## src/rtl/servo_pwm_sched.sv

```systemverilog
`timescale 1ns/1ps
// Two-channel servo pulse scheduler.
// Commands are accepted with valid/ready and land in a target register. The
// applied widths move one bounded step toward their targets at each frame
// wrap. Channel 0 pulses at frame start and channel 1 at a fixed offset. A
// frame watchdog forces both targets to neutral when commands stop arriving.
//
// Handshake: a command transfers on any rising clock edge where CMD_VALID and
// CMD_READY are both high. CMD_READY is low only in the wrap cycle, and the
// master holds CMD_VALID/CMD_CH/CMD_WIDTH stable until the transfer happens.
module servo_pwm_sched #(
  parameter int FRAME_CYC      = 200000,
  parameter int MIN_CYC        = 10000,
  parameter int MAX_CYC        = 20000,
  parameter int NEUTRAL_CYC    = 15000,
  parameter int CH_OFFSET      = 100000,
  parameter int MAX_STEP       = 500,
  parameter int TIMEOUT_FRAMES = 25
) (
  input  logic        SYSCLK,
  input  logic        SYSRESET,
  input  logic        EN,
  input  logic        CMD_VALID,
  output logic        CMD_READY,
  input  logic        CMD_CH,
  input  logic [15:0] CMD_WIDTH,
  output logic [1:0]  PWM_OUT,
  output logic        FRAME_TICK,
  output logic        TIMEOUT_FLAG
);

  localparam int WD_W = $clog2(TIMEOUT_FRAMES + 1);

  localparam logic [17:0]        FC_LAST = 18'(FRAME_CYC - 1);
  localparam logic [17:0]        FC_OFF  = 18'(CH_OFFSET);
  localparam logic [15:0]        W_MIN   = 16'(MIN_CYC);
  localparam logic [15:0]        W_MAX   = 16'(MAX_CYC);
  localparam logic [15:0]        W_NEU   = 16'(NEUTRAL_CYC);
  localparam logic [15:0]        W_STEP  = 16'(MAX_STEP);
  localparam logic signed [16:0] S_STEP  = 17'(MAX_STEP);
  localparam logic [WD_W-1:0]    WD_MAX  = WD_W'(TIMEOUT_FRAMES);

  typedef enum logic {S_IDLE, S_RUN} state_t;

  state_t          state_q, state_d;
  logic [17:0]     fc_q, fc_d;
  logic [WD_W-1:0] wd_q, wd_d;
  logic [WD_W-1:0] wd_inc;
  logic [15:0]     cur0_q, cur0_d, cur1_q, cur1_d;
  logic [15:0]     tgt0_q, tgt0_d, tgt1_q, tgt1_d;
  logic [1:0]      pwm_q, pwm_d;
  logic            tick_q, tick_d;
  logic            flag_q, flag_d;
  logic            wrap;
  logic            accept;

  // Limit a requested width to the legal servo range.
  function automatic logic [15:0] clamp_w(input logic [15:0] w);
    if (w < W_MIN)      clamp_w = W_MIN;
    else if (w > W_MAX) clamp_w = W_MAX;
    else                clamp_w = w;
  endfunction

  // Move cur toward tgt by at most one step; difference taken signed.
  function automatic logic [15:0] slew(input logic [15:0] cur, input logic [15:0] tgt);
    logic signed [16:0] diff;
    diff = signed'({1'b0, tgt}) - signed'({1'b0, cur});
    if (diff > S_STEP)       slew = cur + W_STEP;
    else if (diff < -S_STEP) slew = cur - W_STEP;
    else                     slew = tgt;
  endfunction

  assign wrap         = (state_q == S_RUN) && (fc_q == FC_LAST);
  assign CMD_READY    = !wrap;
  assign accept       = CMD_VALID && CMD_READY;
  assign PWM_OUT      = pwm_q;
  assign FRAME_TICK   = tick_q;
  assign TIMEOUT_FLAG = flag_q;
  assign wd_inc       = (wd_q == WD_MAX) ? WD_MAX : wd_q + WD_W'(1);

  // Next-state: frame counter, FSM, command capture, wrap-time slew/watchdog, pulse decode.
  always_comb begin
    state_d = state_q;
    fc_d    = fc_q;
    wd_d    = wd_q;
    flag_d  = flag_q;
    cur0_d  = cur0_q;
    cur1_d  = cur1_q;
    tgt0_d  = tgt0_q;
    tgt1_d  = tgt1_q;

    case (state_q)
      S_IDLE: begin
        fc_d = '0;
        if (EN) state_d = S_RUN;
      end
      default: begin
        if (wrap) begin
          fc_d = '0;
          if (!EN) state_d = S_IDLE;
        end else begin
          fc_d = fc_q + 18'd1;
        end
      end
    endcase

    // Never coincides with a wrap because CMD_READY is low there.
    if (accept) begin
      if (CMD_CH) tgt1_d = clamp_w(CMD_WIDTH);
      else        tgt0_d = clamp_w(CMD_WIDTH);
      wd_d   = '0;
      flag_d = 1'b0;
    end

    // The watchdog's neutral targets already steer the slew of this wrap.
    if (wrap) begin
      wd_d = wd_inc;
      if (wd_inc == WD_MAX) begin
        flag_d = 1'b1;
        tgt0_d = W_NEU;
        tgt1_d = W_NEU;
      end
      cur0_d = slew(cur0_q, tgt0_d);
      cur1_d = slew(cur1_q, tgt1_d);
    end

    pwm_d[0] = (state_q == S_RUN) && (fc_q < {2'b00, cur0_q});
    pwm_d[1] = (state_q == S_RUN) && (fc_q >= FC_OFF) &&
               (fc_q < (FC_OFF + {2'b00, cur1_q}));
    tick_d   = (state_q == S_RUN) && (fc_q == 18'd0);
  end

  // State and output registers, cleared asynchronously.
  always_ff @(posedge SYSCLK or posedge SYSRESET) begin
    if (SYSRESET) begin
      state_q <= S_IDLE;
      fc_q    <= '0;
      wd_q    <= '0;
      flag_q  <= 1'b0;
      cur0_q  <= W_NEU;
      cur1_q  <= W_NEU;
      tgt0_q  <= W_NEU;
      tgt1_q  <= W_NEU;
      pwm_q   <= '0;
      tick_q  <= 1'b0;
    end else begin
      state_q <= state_d;
      fc_q    <= fc_d;
      wd_q    <= wd_d;
      flag_q  <= flag_d;
      cur0_q  <= cur0_d;
      cur1_q  <= cur1_d;
      tgt0_q  <= tgt0_d;
      tgt1_q  <= tgt1_d;
      pwm_q   <= pwm_d;
      tick_q  <= tick_d;
    end
  end

endmodule
```

## config.mk

```make
export PLATFORM = sky130hd
export DESIGN_NAME = servo_pwm_sched
export DESIGN_NICKNAME = d
export VERILOG_FILES = /design/src/rtl/servo_pwm_sched.sv
export SDC_FILE = /design/constraint.sdc
export NUM_CORES = 1
export LEC_CHECK = 0
export ABC_AREA = 1
export BUFFER_PORTS_ARGS = -buffer_cell sky130_fd_sc_hd__buf_2
export CORE_MARGIN = 3
export CORE_UTILIZATION = 47
export DETAILED_ROUTE_END_ITERATION = 8
export GPL_TIMING_DRIVEN = 0
export HOLD_SLACK_MARGIN = 0.03
export PLACE_DENSITY = 0.7
export SYNTH_ARGS = -nofsm -noshare
export SYNTH_HDL_FRONTEND = slang
export SYNTH_SLANG_ARGS = --single-unit
```

## constraint.sdc

```tcl
create_clock -name SYSCLK -period 12.43 [get_ports SYSCLK]
set_input_delay 2.486 -clock SYSCLK [delete_from_list [all_inputs] [get_ports SYSCLK]]
set_output_delay 2.486 -clock SYSCLK [all_outputs]
set_load 0.02 [all_outputs]
```

# Word level (Yosys, flattened, before mapping)
# Cells that the tools add are included.
# op_classes
muxes	27
n_addsub	9
n_reduce_logical	9
eq_ne	3
order_cmp	9
# op_table
operator	count
$mux 16	16
$mux 18	2
$gt 17x10->1 const B	2
$lt 17x10->1 const B	2
$sub 16x16->17	2
$add 16x9->16 const B	2
$sub 16x9->16 const B	2
$add 17x16->18 const A	1
$add 18x1->18 const B	1
$eq 18x18->1 const B	1
$ge 18x17->1 const B	1
$logic_not 18->1	1
$lt 18x16->1	1
$lt 18x18->1	1
$gt 16x15->1 const B	1
$lt 16x14->1 const B	1
$mux 5	3
$eq 5x5->1 const B	2
$logic_and 1x1->1	6
$mux 1	6
$add 5x1->5 const B	1
$reduce_bool 2->1	1
$logic_not 1->1	1
# word_totals
out_inout_bits	5
input_bits	21
register_bits	92

# Longest topological paths before layout
# depth
depth_word	11
mapped_depth	35
ltp_nobuf	34

# Worst setup path before layout
# No wires, ideal clock.
# synth_timing
kind	input port to flip-flop
from	in CMD_WIDTH[15]
to	reg cur0_q[1]
path_buffers	1
arrival_time_ns	5.747
path_stages	28
slack_ns	6.554
path_cell_list	inv_1 -> nand2_1 -> nor2_1 -> nand2_1 -> nand2_1 -> inv_1 -> nand2_1 -> clkbuf_1 -> inv_1 -> nor3_1 -> nand2_1 -> o21ai_0 -> nor2_1 -> ha_1 -> a21oi_1 -> o21ai_0 -> inv_1 -> nor2_1 -> a2111oi_0 -> nand2_1 -> nand2_1 -> nand3_1 -> nor2_1 -> nand2_2 -> nand2_4 -> nand2_1 -> nor2_2 -> o21ai_0
# synth_via
elab_chain_cells	11
word_cells_on_any_way	13
cone_classes	1 x add/sub; 4 x order compare; 8 x mux
# synth_rtl
item	line_no	rtl
from (decl)	26	input logic [15:0] CMD_WIDTH,
$gt 16x15->1	60	else if (w > W_MAX) clamp_w = W_MAX;
$mux 16	60	
$mux 16 *	59	if (w < W_MIN) clamp_w = W_MIN;
$mux 16 *	109	if (CMD_CH) tgt1_d = clamp_w(CMD_WIDTH);
$mux 16 *	108	if (accept) begin
$mux 16 *	118	if (wd_inc == WD_MAX) begin
$mux 16 *	116	if (wrap) begin
$sub 16x16->17	67	diff = signed'({1'b0, tgt}) - signed'({1'b0, cur});
$lt 17x10->1	69	else if (diff < -S_STEP) slew = cur - W_STEP;
$mux 16	69	
$mux 16 *	68	if (diff > S_STEP) slew = cur + W_STEP;
to (signal assigned)	151	cur0_q <= cur0_d;
to (decl)	49	logic [15:0] cur0_q, cur0_d, cur1_q, cur1_d;
# Mark *: on every way between the ends. The rest lies on a longest branch, timed or not. The select of a mux whose other input is x is not followed.
# A chain may end at the register's enable or synchronous reset.

# Final worst setup path
# layout_timing
from	in CMD_WIDTH[15]
to	reg cur0_q[14]
# The elaborated chain is that of the path after synthesis.

==> impl_summary.md <==
Worst setup path
The data arrival at the endpoint of the critical path is 6900 ps. The kind of critical path is primary input to flip-flop. The cell family contributing the most delay on the critical path is simple AND/OR/NAND/NOR gates. The reg2reg setup slack is 7100 ps. The endpoint of the lowest-slack register-to-register path is cur1_q[15]. The launching point of the worst reg2reg path is wd_q[0].

For this design, the slowest cell found on the critical path is sky130_fd_sc_hd__a2111oi_0. The cell repeated most along the worst path is sky130_fd_sc_hd__nand2_1. The delay contributed by the slowest stage of the critical path is 600 ps. The data required time of the worst path is 12680 ps.

STA classifies the critical path endpoint as a flip-flop. The kind of launch point of the worst setup path is a primary input. Of all nets on the critical path, the largest fanout is 10.

The number of buffers and inverters on the critical path is 7. The worst reg2reg path depth is 24.

Layout
Compared with the post-synthesis result, the final layout area differs by 8.180%. The final-stage net count is 1644. In the final layout, the share of cells above drive strength 1 is 0.08500. The repair_antennas step left the layout with diodes totalling 0. The layout has 2042 filler cells.

Route
The number of design rule violations left after detail routing is 0. The detailed-route vias per instance is 5.314. The wire length per cell is 14.30 um. The number of vias after detailed routing is 9661. After the first detailed-routing iteration, the DRC count stood at 755. The pre-antenna-repair detailed-routing pass consisted of 6 iterations.

The count of antenna-violating nets left after detailed routing is 0. The detailed-route wire length is 26000 um.

Clocking
The clock drives 92 sinks. In this run, CTS created clock tree buffers numbering 9. After clock tree synthesis, the setup repair step added 0 buffers. The later pin in the worst-skew pair is clocked with a latency of 360 ps. Buffers inserted to repair hold after CTS numbered 0. In this run, post-CTS repair resized a total of 0 instances.

In this run the clock root is driven by a sky130_fd_sc_hd__clkbuf_16. Clock-pin slew was measured on the worst setup and hold paths at 80 ps. TritonCTS built the clock tree. The H-tree depth reported by CTS is 3. No sink is reached through more buffers than the 2 on the longest clock path.

Placement
Port buffering added 25 buffers. Summed over all nets, the half-perimeter wirelength after detailed placement is 21010 um. At the placement stage, the worst setup path has a slack of 5517 ps. The congestion estimate from routability-driven global placement came to 0.9250.

STA
The count of endpoints failing hold in the final timing report came to 0. The post-layout worst setup margin is 5786 ps. The final setup violation count is 0. Dividing the final minimum period by the clock period gives 0.5345. The number of max-slew violations in the final report is 0. The achievable clock frequency is 150.5 MHz. Setup repair after global routing left no endpoint under its margin. In this run the tightest slew margin relative to its limit is 0.4729. For the final database, setup skew stands at 11.68 ps. The slew at the pin closest to its max-slew limit is 770.7 ps. The time the final worst path needs with I/O delays and setup is 6644 ps. Adding up every negative setup slack in the final design gives 0 ps.

Yosys
The sequential element share of the synthesized area is 0.2449. When the netlist entered floorplanning its net count stood at 1607. Synthesis produced 1511 cells.

After synthesis the netlist holds a flip-flop and latch count of 92. The Yosys step of the flow raised 0 warnings. The synthesized netlist occupies a cell area of 0.009545 mm^2.

The average size of a mapped cell is 6.317 um^2. The fraction of post-synthesis cell area in the top cell type by area is 0.1678. The cell accounting for the most synthesized area is sky130_fd_sc_hd__dfrtp_1. Ranked by total cell area, the synthesized netlist is headed by sky130_fd_sc_hd__dfrtp_1, sky130_fd_sc_hd__nand2_1, sky130_fd_sc_hd__ha_1. The number of different library cells used by synthesis comes to 47.

Min path
The startpoint identified for the worst hold timing path is cur1_q[14]. The worst hold path belongs to the class flip-flop to flip-flop. Counting instances, the worst hold path has a depth of 2. The hold-critical path endpoint is cur1_q[14].

Power
The power per unit of standard cell area is 82.72 mW/mm^2. IR analysis of the VDD net gives a maximum drop of 0.07403 mV. The analysis attributes to cell leakage a power of 5.878 nW. Summing internal, switching and leakage power gives 0.0008541 W.

Floorplanning
After floorplanning, the core was sized to cover 0.01972 mm^2. The die boundary height is 148.5 um. 26 I/O pins were placed. The width of the die is 148.5 um.

The full die area is 0.02206 mm^2. After floorplanning, the core was divided into 51 placement rows. The initial utilization of the core area, before any placement, comes to 0.4841.

Global routing
Entering global routing, the biggest net connects 48 pins. The first global-routing pass estimated 42920 um of wire. Across every metal layer, demand over resource in global routing totals 0.2362.

The initial antenna violation count was 0. After global routing the overflow that remains totals 0. The number of global-route vias before repair came to 8944.

Outcome
The flow ran to the end, and the final reports show no timing, DRC or antenna violations.

Run
The number of max-cap violations is 0.
[how the worst max path moves through the flow]
stage,startpoint,to,depth (start not counted),slack (ps)
after CTS,CMD_WIDTH[15],cur0_q[2],31,5880
final,CMD_WIDTH[15],cur0_q[14],30,5790
after detailed placement,CMD_WIDTH[15],cur1_q[15],30,5520
after floorplan,CMD_WIDTH[15],cur0_q[1],28,6550
after global routing,CMD_WIDTH[15],cur0_q[1],30,5190
after global placement,CMD_WIDTH[15],cur0_q[14],30,5570
[per-stage QoR]
step / instances / utilization / hold WS, ps / instance area, um^2
floorplan: 1511 / - / 448.8 / 9545
global placement: 1801 / 0.5073 / 465.6 / 10000
detailed placement: 1802 / 0.5088 / 475.4 / 10030
CTS: 1818 / 0.5237 / 491.7 / 10330
global route: 1818 / 0.5237 / 513.3 / 10330
finish: 1818 / 0.5237 / 486.0 / 10330
[cells in the mapped netlist, drive strengths merged]
| library cell | count |
|---|---|
| inv | 215 |
| a31oi | 3 |
| nor2 | 158 |
| ha | 75 |
| clkbuf | 24 |
| o21bai | 4 |
| nor4 | 8 |
| clkinv | 6 |
| nor3 | 27 |
| and2 | 1 |
| or2 | 8 |
| a41oi | 2 |
| buf | 15 |
| dfrtp | 64 |
| o31ai | 2 |
| a2111oi | 3 |
| nand4 | 25 |
| o22ai | 1 |
| o21ai | 71 |
| o21a | 5 |
| a2111o | 2 |
| nor4b | 1 |
| xor2 | 52 |
| xnor2 | 6 |
| a21oi | 68 |
| nand2 | 441 |
| nand3b | 6 |
| a21boi | 3 |
| mux2i | 1 |
| dfstp | 28 |
| a22o | 1 |
| o211ai | 1 |
| nand3 | 183 |
| a21o | 1 |
[registers in the layout, summed over array words and instances, names as in the netlist]
register / flops
cur1_q: 16
tgt1_q: 16
TIMEOUT_FLAG: 1
wd_q: 5
fc_q: 18
state_q: 1
PWM_OUT: 2
cur0_q: 16
FRAME_TICK: 1
tgt0_q: 16
[cells in the final DEF, fill, tap and decap left out, drive strengths merged, types with 25 or more instances in the layout]
| cell | Yosys | routed |
|---|---|---|
| a21oi | 68 | 68 |
| buf | 15 | 41 |
| clkbuf | 24 | 33 |
| dfrtp | 64 | 64 |
| dfstp | 28 | 28 |
| ha | 75 | 75 |
| inv | 215 | 219 |
| nand2 | 441 | 441 |
| nand3 | 183 | 183 |
| nand4 | 25 | 25 |
| nor2 | 158 | 158 |
| nor3 | 27 | 27 |
| o21ai | 71 | 71 |
| xor2 | 52 | 52 |
[per-layer routing]
metal,track usage,wire (um),vias up
li1,-,-,4945
met1,0.3294,12430,4495
met2,0.3944,12140,191
met3,0.02651,1035,30
met4,0.05497,385,0
met5,0,0,-
[cells by family (layout without fill, tap and decap cells)]
logic type,count (synthesis),count (layout),synth area share
AND/OR/NAND/NOR,858,858,0.3991
multiplexers,1,1,0.001049
flip-flops,92,92,0.2449
buffers and inverters,260,302,0.1075
AO/OA/AOI/OAI,167,167,0.09595
XOR/XNOR,58,58,0.05322
adder cells (fa/ha/maj),75,75,0.09831
[report_power, final]
group / internal, W / total (W) / switching, W
Combinational: 0.0000764 / 0.000221 / 0.000145
Clock: 0.000141 / 0.000278 / 0.000137
Sequential: 0.000327 / 0.000355 / 0.0000285
Total: 0.000544 / 0.000854 / 0.000310
[tightest hold or removal path: cells and delay by family (launching register included)]
family / cells / cell delay [ps]
simple gates: 2 / 110
flops: 1 / 350
[area by class of cell]
class,instances,area [um^2],area share
repair buffers,26,152.6,0.01478
multi-input cells,1159,6182,0.5987
clock inverters,7,68.82,0.006664
clock buffers,9,225.2,0.02181
well taps,265,331.6,0.03211
plain buffers,39,196.4,0.01902
flip-flops and latches,92,2337,0.2263
inverters,221,832.0,0.08058
(Power assumes the default switching activity.)
